[src/rtl/arm_ctrl_pkg.sv]
// Shared encodings for the multicycle ARM control unit: FSM states, instruction
// classes, data-processing commands, ALU controls and datapath mux selects.
package arm_ctrl_pkg;

    localparam int unsigned STATE_W = 4;

    typedef enum logic [STATE_W-1:0] {
        S_FETCH  = 4'd0,
        S_DECODE = 4'd1,
        S_MEMADR = 4'd2,
        S_MEMRD  = 4'd3,
        S_MEMWB  = 4'd4,
        S_MEMWR  = 4'd5,
        S_EXECR  = 4'd6,
        S_EXECI  = 4'd7,
        S_ALUWB  = 4'd8,
        S_BRANCH = 4'd9,
        S_FPEXEC = 4'd10,
        S_FPWB   = 4'd11
    } state_e;

    typedef enum logic [1:0] {
        OP_DP  = 2'b00,
        OP_MEM = 2'b01,
        OP_BR  = 2'b10,
        OP_FP  = 2'b11
    } op_e;

    localparam logic [3:0] CMD_AND = 4'b0000;
    localparam logic [3:0] CMD_EOR = 4'b0001;
    localparam logic [3:0] CMD_SUB = 4'b0010;
    localparam logic [3:0] CMD_ADD = 4'b0100;
    localparam logic [3:0] CMD_ORR = 4'b1100;
    localparam logic [3:0] CMD_MOV = 4'b1101;

    localparam logic [3:0] ALU_ADD = 4'b0000;
    localparam logic [3:0] ALU_SUB = 4'b0001;
    localparam logic [3:0] ALU_AND = 4'b0010;
    localparam logic [3:0] ALU_ORR = 4'b0011;
    localparam logic [3:0] ALU_EOR = 4'b0100;
    localparam logic [3:0] ALU_MOV = 4'b0111;

    localparam logic [1:0] SRCB_REG  = 2'b00;
    localparam logic [1:0] SRCB_IMM  = 2'b01;
    localparam logic [1:0] SRCB_FOUR = 2'b10;

    localparam logic [1:0] RES_ALUOUT = 2'b00;
    localparam logic [1:0] RES_MEM    = 2'b01;
    localparam logic [1:0] RES_ALU    = 2'b10;

endpackage

[src/rtl/mc_decode_aludec.sv]
// ALU decoder: maps the data-processing command to an ALU operation and
// derives flag write enables; idle (ADD, no flag writes) outside ALU states.
module mc_decode_aludec
    import arm_ctrl_pkg::*;
(
    input  logic [3:0] cmd_i,
    input  logic       s_i,
    input  logic       alu_op_i,
    input  logic       fp_i,
    output logic [3:0] alu_control_o,
    output logic [1:0] flag_w_o
);

    logic add_sub;

    always_comb begin
        alu_control_o = ALU_ADD;
        flag_w_o      = 2'b00;
        add_sub       = 1'b0;
        if (alu_op_i) begin
            case (cmd_i)
                CMD_ADD: begin
                    alu_control_o = ALU_ADD;
                    add_sub       = 1'b1;
                end
                CMD_SUB: begin
                    alu_control_o = ALU_SUB;
                    add_sub       = 1'b1;
                end
                CMD_AND: alu_control_o = ALU_AND;
                CMD_ORR: alu_control_o = ALU_ORR;
                CMD_EOR: alu_control_o = ALU_EOR;
                CMD_MOV: alu_control_o = ALU_MOV;
                default: alu_control_o = ALU_ADD;
            endcase
            // C/V only meaningful for arithmetic results
            if (!fp_i) begin
                flag_w_o = {s_i, s_i & add_sub};
            end
        end
    end

endmodule

[src/rtl/mc_decode.sv]
// Multicycle ARM control unit: Moore FSM sequencing fetch/decode/execute/writeback
// with a fixed- or handshake-latency FP execute path.
module mc_decode
    import arm_ctrl_pkg::*;
#(
    parameter int unsigned FP_LAT = 3
) (
    input  logic       clk,
    input  logic       reset,
    input  logic [1:0] Op,
    input  logic [5:0] Funct,
    input  logic [3:0] Rd,
    input  logic       FPDone,
    output logic [1:0] FlagW,
    output logic       PCS,
    output logic       NextPC,
    output logic       RegW,
    output logic       MemW,
    output logic       IRWrite,
    output logic       AdrSrc,
    output logic [1:0] ResultSrc,
    output logic       ALUSrcA,
    output logic [1:0] ALUSrcB,
    output logic [1:0] ImmSrc,
    output logic [1:0] RegSrc,
    output logic [3:0] ALUControl,
    output logic       FPStart,
    output logic       FPSel
);

    localparam int unsigned CNT_W    = (FP_LAT == 0) ? 1 : $clog2(FP_LAT + 1);
    localparam int unsigned CNT_LOAD = (FP_LAT == 0) ? 0 : FP_LAT - 1;

    state_e           state_q, state_d;
    logic [CNT_W-1:0] cnt_q, cnt_d;
    logic             fp_start_q, fp_start_d;
    logic             alu_op, branch, fp_state;

    always_ff @(posedge clk or posedge reset) begin
        if (reset) begin
            state_q    <= S_FETCH;
            cnt_q      <= '0;
            fp_start_q <= 1'b0;
        end else begin
            state_q    <= state_d;
            cnt_q      <= cnt_d;
            fp_start_q <= fp_start_d;
        end
    end

    // Next state and FP latency counter
    always_comb begin
        state_d    = state_q;
        cnt_d      = cnt_q;
        fp_start_d = 1'b0;
        case (state_q)
            S_FETCH:  state_d = S_DECODE;
            S_DECODE: begin
                case (Op)
                    OP_DP:   state_d = Funct[5] ? S_EXECI : S_EXECR;
                    OP_MEM:  state_d = S_MEMADR;
                    OP_BR:   state_d = S_BRANCH;
                    default: begin
                        state_d    = S_FPEXEC;
                        cnt_d      = CNT_W'(CNT_LOAD);
                        fp_start_d = 1'b1;
                    end
                endcase
            end
            S_MEMADR: state_d = Funct[0] ? S_MEMRD : S_MEMWR;
            S_MEMRD:  state_d = S_MEMWB;
            S_EXECR,
            S_EXECI:  state_d = S_ALUWB;
            S_FPEXEC: begin
                if (FP_LAT == 0) begin
                    if (FPDone) state_d = S_FPWB;
                end else if (cnt_q == '0) begin
                    state_d = S_FPWB;
                end else begin
                    cnt_d = cnt_q - CNT_W'(1);
                end
            end
            default:  state_d = S_FETCH;
        endcase
    end

    // Datapath controls decoded from the current state
    always_comb begin
        NextPC    = 1'b0;
        RegW      = 1'b0;
        MemW      = 1'b0;
        IRWrite   = 1'b0;
        AdrSrc    = 1'b0;
        ResultSrc = RES_ALUOUT;
        ALUSrcA   = 1'b0;
        ALUSrcB   = SRCB_REG;
        FPSel     = 1'b0;
        alu_op    = 1'b0;
        branch    = 1'b0;
        case (state_q)
            S_FETCH: begin
                IRWrite   = 1'b1;
                NextPC    = 1'b1;
                ALUSrcA   = 1'b1;
                ALUSrcB   = SRCB_FOUR;
                ResultSrc = RES_ALU;
            end
            S_DECODE: begin
                ALUSrcA   = 1'b1;
                ALUSrcB   = SRCB_FOUR;
                ResultSrc = RES_ALU;
            end
            S_MEMADR: ALUSrcB = SRCB_IMM;
            S_MEMRD:  AdrSrc = 1'b1;
            S_MEMWB: begin
                ResultSrc = RES_MEM;
                RegW      = 1'b1;
            end
            S_MEMWR: begin
                AdrSrc = 1'b1;
                MemW   = 1'b1;
            end
            S_EXECR: alu_op = 1'b1;
            S_EXECI: begin
                ALUSrcB = SRCB_IMM;
                alu_op  = 1'b1;
            end
            S_ALUWB: RegW = 1'b1;
            S_BRANCH: begin
                ALUSrcB   = SRCB_IMM;
                ResultSrc = RES_ALU;
                branch    = 1'b1;
            end
            S_FPWB: begin
                RegW  = 1'b1;
                FPSel = 1'b1;
            end
            default: ;
        endcase
    end

    assign fp_state = (state_q == S_FPEXEC) || (state_q == S_FPWB);
    assign FPStart  = (state_q == S_FPEXEC) && fp_start_q;
    assign PCS      = ((Rd == 4'd15) && RegW) || branch;
    assign ImmSrc   = Op;
    assign RegSrc   = {Op == OP_MEM, Op == OP_BR};

    mc_decode_aludec u_aludec (
        .cmd_i         (Funct[4:1]),
        .s_i           (Funct[0]),
        .alu_op_i      (alu_op),
        .fp_i          (fp_state),
        .alu_control_o (ALUControl),
        .flag_w_o      (FlagW)
    );

endmodule

[config.mk]
export PLATFORM = sky130hd
export DESIGN_NAME = mc_decode
export DESIGN_NICKNAME = d
export VERILOG_FILES = /design/src/rtl/arm_ctrl_pkg.sv /design/src/rtl/mc_decode_aludec.sv /design/src/rtl/mc_decode.sv
export SDC_FILE = /design/constraint.sdc
export NUM_CORES = 1
export LEC_CHECK = 0
export CAP_MARGIN = 20
export CORE_UTILIZATION = 33
export CTS_CLUSTER_SIZE = 12
export DETAILED_ROUTE_END_ITERATION = 10
export PLACE_DENSITY = 0.74
export SYNTH_ARGS = -nofsm -noshare
export SYNTH_HDL_FRONTEND = slang
export SYNTH_SLANG_ARGS = --single-unit
[constraint.sdc]
create_clock -name clk -period 1.4 [get_ports clk]
set_clock_uncertainty 0.1 [all_clocks]
set_input_delay 0.28 -clock clk [delete_from_list [all_inputs] [get_ports clk]]
set_output_delay 0.28 -clock clk [all_outputs]
set_load 0.02 [all_outputs]
==> qor.yml <==
pin_count_of_the_biggest_net_entering_global_routing: 11
grt.overflow.total: 0
numPortBuffers: 35
p_leak_nw: 0.709
path_cells: "and2b_2 > buf_4 > mux2i_1 > o21ai_1 > buf_2"
groute.usage.overall_pct: 23.7
die_width_um: 46.9
postCtsHoldBufs: 0
synthMostInstantiatedCell: "nor3_1"
design.die.area_um2: 2200
final_design_area_no_fill_um2: 1520
area_growth_pct: 129
startpoint_type: "flop"
number_of_vias_per_cell_after_detailed_routing: 5.08
clock_sink_count: 7
dr_total_vias: 930
root_buffer: "clkbuf_4"
ys_warn_count: 0
initial_utilization_pct: 36.9
die_y_um: 46.9
timing.critical_path.to_type: "output port"
vdd.ir_drop.worst_uv: 1220
final_hold_viol_count: 0
synth-edff-count: 0
ys.flop_type: "dfrtp_1"
drt-initial-drc-count: 18
rsz_0062_raised_after_global_routing: "yes"
cts_tree: "yes"
fin_util_pct: 84.5
clock.fmax_ghz: 0.548
drive_gt1_share_pct: 60.8
worst_skew_pair.late_latency_ns: 0.25
fin_total_pwr_w: 0.00277
timing.final.crit_period_ns: 1.83
synth.avg_cell_area_um2: 7.65
post_dp_cell_area_um2: 1290
wl_um: 2520
clock_path_buffers: 2
synth.top_cell.area_share_pct: 26.3
synthCells: 87
drcViolationCount: 0
worst_path_largest_cell_delay_ns: 0.43
status: "finished with violations"
final.period_utilization_pct: 130
setup.worst_path.class: "flop to output port"
ant_nets: 0
ctsHtreeMaxLevel: 1
netlist_top_cells_count: "nor3_1 (10), dfrtp_1 (7), nand2_1 (6)"
sequential_to_total_area_share_from_yosys_stat_pct: 26.3
timing.max_cap.violations: 0
core-area_um2: 1800
synth_cell_types: 40
vias_in_the_first_global_route: 925
worst-path-max-fanout: 5
grt_pass1_wl_um: 3640
pin_count: 38
violations: "setup timing"
synth_top_cells_by_area: "dfrtp_1 (26%), nor3_1 (7.5%), buf_4 (4.5%)"
tns_ns: -7.16
cts.clk_slew.worst_paths_ns: 0.06
drtPass1Iterations: 4
antenna_violations_before_repair: 0
timing.critical_path.slowest_stage_cell: "dfrtp_2"
fin_ws_ns: -0.426
area_of_the_mapped_netlist_um2: 666
setup_viol_count_final: 23
routabilityCongestion: 0.744
final-max-slew-violation-count: 0
row_count: 15
hpwlAfterDp_um: 1700
drt-wirelength-per-cell_um: 13.7
worstPathArrival_ns: 1.45
post-synth-top-area-cell: "dfrtp_1"
cts-buffers-inserted: 3
diodes: 0
num-fill-cells: 102
required_ns: 1.02
number_of_nets_in_the_layout: 175
synth_net_count: 103
ys_ff_latch: 7
hold_class: "primary input to asynchronous set/reset pin"
async_flop_share_pct: 100
power_density_nw_per_um2: 1820
## report_power, final
part           switching [W]  internal, W  total, W
Clock              0.0000749     0.000109  0.000184
Combinational        0.00109      0.00115   0.00223
Sequential         0.0000731     0.000281  0.000354
Total                0.00124      0.00154   0.00277
## placed cells by master, fill, tap and decap left out, types with 3 or more instances in the layout
cell              n
a21oi_1           4
buf_2             4
buf_4            41
buf_6            14
clkbuf_4          3
clkdlybuf4s50_1   4
dfrtp_1           5
dlygate4sd2_1    10
inv_1             4
nand2_1           5
nand3b_1          3
nor2_2            3
nor3_2            4
nor3_4            4
## worst max-delay path: cells and delay by family, from the launching register on
family / cells / cell delay (ns)
AND/OR/NAND/NOR: 1 / 0.24
flip-flops: 1 / 0.43
multiplexers: 1 / 0.14
buffers and inverters: 2 / 0.32
AO/OA/AOI/OAI: 1 / 0.08
## state kept, by name (all words and copies together) (netlist names)
register,cells
cnt_q,2
state_q,4
fp_start_q,1
## cells by family (layout without fill, tap and decap cells)
family	count (synthesis)	count (layout)	share of synthesized area, %
buffers and inverters	15	86	12.0
AO/OA/AOI/OAI	17	17	15.8
flip-flops	7	7	26.3
adder cells (fa/ha/maj)	2	2	3.38
other	1	1	0.563
multiplexers	2	2	3.01
AND/OR/NAND/NOR	39	39	33.7
XOR/XNOR	4	4	5.26
## what timing repair did
| action | CTS | global route |
|---|---|---|
| resized for setup | 132 | 22 |
| pin swaps | 11 | 11 |
| endpoints found under the setup margin | 27 | 24 |
| gates cloned | 0 | 1 |
| setup buffers | 8 | 3 |
## layout make-up
| cell class | count | area (um^2) | area share, % |
|---|---|---|---|
| Inverter | 6 | 22.5 | 1.48 |
| Clock buffer | 4 | 26.3 | 1.73 |
| Multi-Input combinational cell | 65 | 594 | 39.0 |
| Tap cell | 25 | 31.3 | 2.05 |
| Sequential cell | 7 | 178 | 11.7 |
| Timing Repair Buffer | 76 | 671 | 44.0 |
## stage by stage
step                hold WS (ns)  setup WS, ns  instances
floorplan                -0.0166        -0.247         87
global placement           0.378        -0.943        167
detailed placement         0.386        -0.971        167
CTS                        0.158        -0.420        179
global route               0.202        -0.475        183
finish                     0.152        -0.426        183
## path summary, 6_finish.rpt
check,to,from,slack [ns],cells past startpoint
worst max-delay path,ALUSrcB[0],state_q[1],-0.43,5
worst min-delay path,fp_start_q,reset,0.15,2
worst max register to register,state_q[0],state_q[2],-0.37,5
worst min register to register,cnt_q[0],cnt_q[0],0.39,1
max in group asynchronous,state_q[1],reset,0.80,2
min in group clk,cnt_q[0],cnt_q[0],0.39,1
## routing by layer
| layer | GRT usage, % | part of all wire, % | routed length (um) | vias to the layer above |
|---|---|---|---|---|
| li1 | - | - | - | 449 |
| met1 | 25.7 | 41 | 1020 | 444 |
| met2 | 43.1 | 54 | 1360 | 31 |
| met3 | 4.23 | 3.6 | 90 | 6 |
| met4 | 13.1 | 1.7 | 42 | 0 |
| met5 | 0 | 0 | 0 | - |
Power figures use the tool's default switching activity.
